**config.mk**
```make
export PLATFORM = sky130hd
export DESIGN_NAME = wb_to_cernbe_master
export DESIGN_NICKNAME = d
export VERILOG_FILES = /design/src/rtl/cernbe_pkg.sv /design/src/rtl/cernbe_wait_timer.sv /design/src/rtl/wb_to_cernbe_master.sv
export SDC_FILE = /design/constraint.sdc
export NUM_CORES = 1
export LEC_CHECK = 0
export CAP_MARGIN = 10
export CORE_MARGIN = 2
export CORE_UTILIZATION = 43
export DETAILED_ROUTE_END_ITERATION = 12
export PLACE_DENSITY = 0.81
export SLEW_MARGIN = 15
export SYNTH_ARGS = -nofsm -noshare
export SYNTH_HDL_FRONTEND = slang
export SYNTH_HIERARCHICAL = 1
export SYNTH_SLANG_ARGS = --single-unit
```
**constraint.sdc**
```tcl
create_clock -name Clk -period 2.5 [get_ports Clk]
set_input_delay 0.5 -clock Clk [delete_from_list [all_inputs] [get_ports Clk]]
set_output_delay 0.5 -clock Clk [all_outputs]
set_load 0.01 [all_outputs]
```
**src/rtl/cernbe_pkg.sv**
```systemverilog
// Shared types and constants for the Wishbone to cern-be-vme bridge.
package cernbe_pkg;

  typedef enum logic [1:0] {
    IDLE    = 2'd0,
    RD_WAIT = 2'd1,
    WR_WAIT = 2'd2,
    RESP    = 2'd3
  } state_t;

  localparam int unsigned CERNBE_DATA_W = 32;

  function automatic int unsigned timer_width(input int unsigned timeout);
    return $clog2(timeout + 1);
  endfunction

endpackage

```
**src/rtl/cernbe_wait_timer.sv**
```systemverilog
// Wait-state cycle counter; expired is high in the TIMEOUT-th enabled cycle.
module cernbe_wait_timer
  import cernbe_pkg::*;
#(
  parameter int unsigned TIMEOUT = 255
) (
  input  logic clk,
  input  logic rst_n,
  input  logic clr,
  input  logic en,
  output logic expired
);

  localparam int unsigned W = timer_width(TIMEOUT);

  logic [W-1:0] cnt;

  // cnt holds the number of wait cycles already completed
  assign expired = en && (cnt == W'(TIMEOUT - 1));

  always_ff @(posedge clk or negedge rst_n) begin
    if (!rst_n) begin
      cnt <= '0;
    end else if (clr) begin
      cnt <= '0;
    end else if (en && !expired) begin
      cnt <= cnt + W'(1);
    end
  end

endmodule

```
**src/rtl/wb_to_cernbe_master.sv**
```systemverilog
// Converts single Wishbone slave accesses into cern-be-vme read/write strobes.
module wb_to_cernbe_master
  import cernbe_pkg::*;
#(
  parameter int unsigned ADDR_WIDTH = 3,
  parameter int unsigned TIMEOUT    = 255
) (
  input  logic                     Clk,
  input  logic                     rst_n,
  input  logic                     wb_cyc_i,
  input  logic                     wb_stb_i,
  input  logic                     wb_we_i,
  input  logic [ADDR_WIDTH-1:2]    wb_adr_i,
  input  logic [3:0]               wb_sel_i,
  input  logic [CERNBE_DATA_W-1:0] wb_dat_i,
  output logic [CERNBE_DATA_W-1:0] wb_dat_o,
  output logic                     wb_ack_o,
  output logic                     wb_err_o,
  output logic                     wb_stall_o,
  output logic [ADDR_WIDTH-1:2]    VMEAddr,
  output logic [CERNBE_DATA_W-1:0] VMEWrData,
  output logic                     VMERdMem,
  output logic                     VMEWrMem,
  input  logic [CERNBE_DATA_W-1:0] VMERdData,
  input  logic                     VMERdDone,
  input  logic                     VMEWrDone
);

  state_t                   state, state_d;
  logic                     abandon, abandon_d;
  logic                     ack_d, err_d, stall_d, rdmem_d, wrmem_d;
  logic [ADDR_WIDTH-1:2]    addr_d;
  logic [CERNBE_DATA_W-1:0] wdata_d, rdat_d;
  logic                     in_wait, timer_clr, expired, done_match;

  assign in_wait    = (state == RD_WAIT) || (state == WR_WAIT);
  assign timer_clr  = (state == IDLE);
  assign done_match = ((state == RD_WAIT) && VMERdDone) || ((state == WR_WAIT) && VMEWrDone);

  cernbe_wait_timer #(.TIMEOUT(TIMEOUT)) u_timer (
    .clk     (Clk),
    .rst_n   (rst_n),
    .clr     (timer_clr),
    .en      (in_wait),
    .expired (expired)
  );

  always_comb begin
    state_d   = state;
    abandon_d = abandon;
    ack_d     = 1'b0;
    err_d     = 1'b0;
    rdmem_d   = 1'b0;
    wrmem_d   = 1'b0;
    addr_d    = VMEAddr;
    wdata_d   = VMEWrData;
    rdat_d    = wb_dat_o;
    case (state)
      IDLE: begin
        if (wb_cyc_i && wb_stb_i) begin
          addr_d    = wb_adr_i;
          wdata_d   = wb_dat_i;
          abandon_d = 1'b0;
          if (!wb_we_i) begin
            rdmem_d = 1'b1;
            state_d = RD_WAIT;
          end else if (wb_sel_i != 4'hF) begin
            err_d = 1'b1;
          end else begin
            wrmem_d = 1'b1;
            state_d = WR_WAIT;
          end
        end
      end
      RD_WAIT, WR_WAIT: begin
        // a dropped cycle only silences the response; the slave access runs on
        if (!wb_cyc_i) abandon_d = 1'b1;
        if (done_match) begin
          if (state == RD_WAIT) rdat_d = VMERdData;
          ack_d   = !abandon_d;
          state_d = RESP;
        end else if (expired) begin
          err_d   = !abandon_d;
          state_d = IDLE;
        end
      end
      RESP: state_d = IDLE;
      default: state_d = IDLE;
    endcase
    stall_d = (state_d != IDLE);
  end

  always_ff @(posedge Clk or negedge rst_n) begin
    if (!rst_n) begin
      state      <= IDLE;
      abandon    <= 1'b0;
      wb_dat_o   <= '0;
      wb_ack_o   <= 1'b0;
      wb_err_o   <= 1'b0;
      wb_stall_o <= 1'b0;
      VMEAddr    <= '0;
      VMEWrData  <= '0;
      VMERdMem   <= 1'b0;
      VMEWrMem   <= 1'b0;
    end else begin
      state      <= state_d;
      abandon    <= abandon_d;
      wb_dat_o   <= rdat_d;
      wb_ack_o   <= ack_d;
      wb_err_o   <= err_d;
      wb_stall_o <= stall_d;
      VMEAddr    <= addr_d;
      VMEWrData  <= wdata_d;
      VMERdMem   <= rdmem_d;
      VMEWrMem   <= wrmem_d;
    end
  end

endmodule

```
---- Word level (Yosys, flattened, before mapping) ----
Index checks and enable logic that the tools add are counted.
operators by class
  $add $sub $neg .......................... 1
  $mul .................................... 0
  divide/modulo/power cells ............... 0
  order comparisons ....................... 0
  eq/ne operators ......................... 6
  shift operators ......................... 0
  multiplexer cells ....................... 27
  bitwise gates (word level) .............. 0
  reductions and logical operators ........ 17
operators by type and width
  cell                 count
  $mux 1               17
  $mux 8               2
  $mux 2               5
  $add 8x1->8 const B  1
  $eq 8x8->1 const B   1
  $pmux 2 s3           1
  $reduce_bool 2->1    3
  $logic_and 1x1->1    5
  $eq 2x2->1 const B   2
  $ne 4x4->1 const B   1
  $pmux 1 s2           2
  $reduce_and 2->1     2
  $reduce_and 3->1     1
  $eq 2x1->1 const B   1
  $logic_not 1->1      2
  $logic_not 2->1      1
  $logic_or 1x1->1     2
  $ne 2x1->1 const B   1
  $reduce_or 2->1      1
storage, ports and cells
  flip-flop bits (word level) ............. 81
  latch bits .............................. 0
  bits in writable memories ............... 0
  bits in read-only memories .............. 0
  output and inout bits ................... 70
  word-level logic and storage cells ...... 62
  memories ................................ 0

---- Depth between registers and ports, before layout ----
  word-level depth ........................ 7
  depth in mapped cells ................... 8
  depth with buffers taken out ............ 8

---- Modules after synthesis ----
The synthesis kept the hierarchy.
by module, submodules not included
  module               times used  cells each  area an instance (µm²)  seq. area each (µm²)
  wb_to_cernbe_master  1           251         2996.6                  1826.8
  cernbe_wait_timer    1           48          506.7                   200.2

---- Worst setup path after synthesis ----
OpenSTA, ideal clock, no wires.
  kind .................................... register to register
  start point ............................. register state[0]
  end point ............................... register wb_dat_o[10]
  library setup time ...................... 125 ps
  data arrival time ....................... 1613 ps
  data required time ...................... 2375 ps
  path slack .............................. 762 ps
  stages on the path, launching flop included .. 8
  buffers on the path ..................... 2
  period minus slack after synthesis ...... 1738 ps
  cells stage by stage .................... dfrtp_1 -> inv_1 -> ha_1 -> a22o_1 -> and3_1 -> buf_6 -> buf_12 -> mux2_4
on the way
  longest elaborated chain between the ends .. 4
  elaborated cells on any way between the ends .. 7
  those cells by class .................... eq/ne: 2; reduce/logical: 5
ends and longest elaborated chain
  element                                   line                                                                             text
  start: declaration                        wb_to_cernbe_master.sv:29                                                        state_t state, state_d;
  start signal: assignment                  wb_to_cernbe_master.sv:106                                                       state <= state_d;
  $eq 2x1->1 or $eq 2x2->1 (tied branches)  wb_to_cernbe_master.sv:38, wb_to_cernbe_master.sv:58, wb_to_cernbe_master.sv:79
  $logic_and 1x1->1                         wb_to_cernbe_master.sv:38                                                        assign done_match = ((state == RD_WAIT) && VMERdDone) || ((state == WR_WAIT) && VMEWrDone);
  $logic_or 1x1->1                          wb_to_cernbe_master.sv:38
  $reduce_and 3->1 (no source line) *       --
  end signal: assignment                    wb_to_cernbe_master.sv:108                                                       wb_dat_o <= rdat_d;
  end: declaration                          wb_to_cernbe_master.sv:16                                                        output logic [CERNBE_DATA_W-1:0] wb_dat_o,
Mark *: on every way between the ends. The rest lies on a longest branch, timed or not.
A chain may end at the register's enable or synchronous reset.

---- Worst setup path after layout ----
  start point ............................. register state[0]
  end point ............................... register wb_dat_o[25]
The elaborated chain is that of the path after synthesis.

==> out/metrics.cfg <==
[power]
p_sw_mw = 1.89
p_comb_frac = 0.454
ir_drop_mv = 0.522
finalPower_mw = 6.01
p_int_mw = 4.12
p_leak_nw = 2.43
power.share.clock = 0.178
p_seq_frac = 0.368
power.density_nw_per_um2 = 1150
p_sw_frac = 0.314

[sta]
hold_viol_final = 0
max_slew_margin = 0.605
fmax_ghz = 0.484
fin_tns_setup_ns = 0
slew_violations = 0
setup_ws_ns = 0.432
tightest_slew_ns = 0.592
worst_clock_skew_ns = 0.00755
rsz0062_at_grt = no
period_needed_ns = 2.07
setup_viol = 0
finalCritPeriodShare = 0.827

[layout]
diodes = 0
finalInstanceArea_um2 = 5230
area_delta_synth_final_pct = 49.3
final.fill_count = 595
nNetsFinal = 527
drive_gt1_frac = 0.133
fin_util = 0.670

[outcome]
outcome = completed

[cts]
htreeDepth = 3
cts_setup_buffers = 0
cts_hold_buffers = 0
clk_pin_slew_ns = 0.09
cts_buffers = 9
cts_root_buf = clkbuf_8
clkSinkCount = 81
clockBufferDepth = 2
ctsResizeCount = 0
cts_tree = done
clk_latency_ns = 0.34

[placement]
place.gp.congestion = 0.835
pre_cts_slack_ns = 0.285
port_buffers = 145
dpl.hpwl_mm = 6.43
place_area_um2 = 5000

[floorplanning]
core_area_um2 = 7810
die_w_um = 94.3
initial_utilization = 0.449
dieArea_um2 = 8880
die_h_um = 94.3
num_rows = 32
ios = 146

[logic_synthesis]
yosysTopAreaCell = dfrtp_1
synthCells = 299
yosys.area_share.adder = 0.0214
ys_ff_latch = 81
ys_async_sr_fraction = 1.00
synthXorXnorAreaFrac = 0
yosys_warnings = 6
synthTopCellsByArea = dfrtp_1 58%, mux2_4 14%, nand2_1 11%
synthMuxAreaShare = 0.144
synth-main-ff-cell = dfrtp_1
ys_seq_area_frac = 0.579
synth-simple-area-share = 0.170
synth_top_family_by_area = simple AND/OR/NAND/NOR gates
yosysMostFrequentCell = nand2_1
synth_compound_area_frac = 0.0421
synth_common_cells = 102 x nand2_1, 81 x dfrtp_1, 32 x mux2_4, 8 x nor2_1
syn_nets = 381
netlist_area_um2 = 3500
avgSynthCellArea_um2 = 11.7
ys_types = 38
synthDominantCellAreaShare = 0.579
synth_edf_count = 0

[detailed_routing]
avgRoutedWirePerCell_um = 15.7
wl_mm = 8.67
via_count = 2710
postRouteAntennaNets = 0
drc_errors = 0
drt_pass1_iterations = 4
viasPerCell = 4.91
drtIter0Drc = 107

[worst_setup_path]
crit_arrival_ns = 2.30
reg2reg_depth = 5
end_kind = register
critPathKind = register to register
cp.required_ns = 2.73
worstPathMaxFanout = 28
start_kind = register

[job]
cap_violations = 0

[hold_path]
min_path_type = primary input to async pin

[global_route]
grt_pass1_vias = 2731
grt_max_degree = 51
overflow = 0
grt_pass1_wl_mm = 13.8
grt.total_usage = 0.202
antenna_found_initial = 0

[stage by stage]
stage	std cells	hold slack (ns)
floorplan	299	0.204
global placement	536	0.456
detailed placement	536	0.462
CTS	552	0.0854
global route	552	0.0927
finish	552	0.0783
[final timing paths]
check	start	endpoint	slack, ns
setup / recovery	state[0]	wb_dat_o[25]	0.43
hold reg to reg	VMEWrData[6]	VMEWrData[6]	0.48
max in group asynchronous	rst_n	wb_dat_o[27]	1.81
hold / removal	rst_n	VMEWrData[20]	0.08
min in group Clk	VMEWrData[6]	VMEWrData[6]	0.48
setup reg to reg	state[0]	wb_dat_o[25]	0.43
[layer usage]
metal  global-route usage  routed length (um)  vias up
met4               0.0713                 150        0
met2                0.352                4370       96
met3               0.0498                 629       14
met1                0.243                3520     1317
li1                     -                   -     1283
met5                    0                   0        -
[placed cells by master (no fill, tap or decap), types with 2 or more instances in the layout]
master	instances
ha_1	6
a21boi_0	2
nor2b_1	2
and3_2	2
buf_12	2
nand4_1	2
dfrtp_1	81
nor2_1	8
inv_1	6
and3_1	4
mux2_4	32
clkdlybuf4s50_1	144
buf_4	3
clkbuf_8	10
mux2_2	2
a21oi_1	6
a311oi_1	2
nand2_1	102
bufinv_16	2
o21ai_0	2
nand3_1	6
nor3_1	4
[area by class of cell]
class / instances / area, um2 / area share
clock buffer: 10 / 138 / 0.0263
clock inverter: 6 / 90.1 / 0.0172
inverter: 6 / 22.5 / 0.00431
multi-input combinational: 198 / 1320 / 0.253
sequential: 81 / 2030 / 0.388
tap: 102 / 128 / 0.0244
timing repair buffer: 149 / 1500 / 0.288
[sequential cells by signal (all words and copies together), names as in the netlist, 2 cells and up]
signal / cells
VMEWrData: 32
state: 2
u_timer/cnt: 8
wb_dat_o: 32
[kinds of logic (layout without fill, tap and decap cells)]
logic type                 Yosys count  in the layout
muxes                               34             34
DFF                                 81             81
AOI/OAI and AO/OA                   20             20
buffers and inverters               20            171
adders and majority gates            6              6
and+or+nand+nor                    138            138
[worst max-delay path, cell delays in order (launching register included)]
cell and delay (ns):
dfrtp_1 0.42, inv_1 0.11, ha_1 0.45, and3_2 0.35, buf_12 0.26, mux2_4 0.33
[power groups by stage]
stage	Clock, mW	Combinational (mW)	Sequential (mW)
finish	1.07	2.73	2.21
global route	1.15	2.94	2.28
CTS	1.10	2.76	2.21
detailed placement	0	2.75	2.22
global placement	0	2.65	2.20
floorplan	0	1.11	2.43
Power figures use the tool's default switching activity.
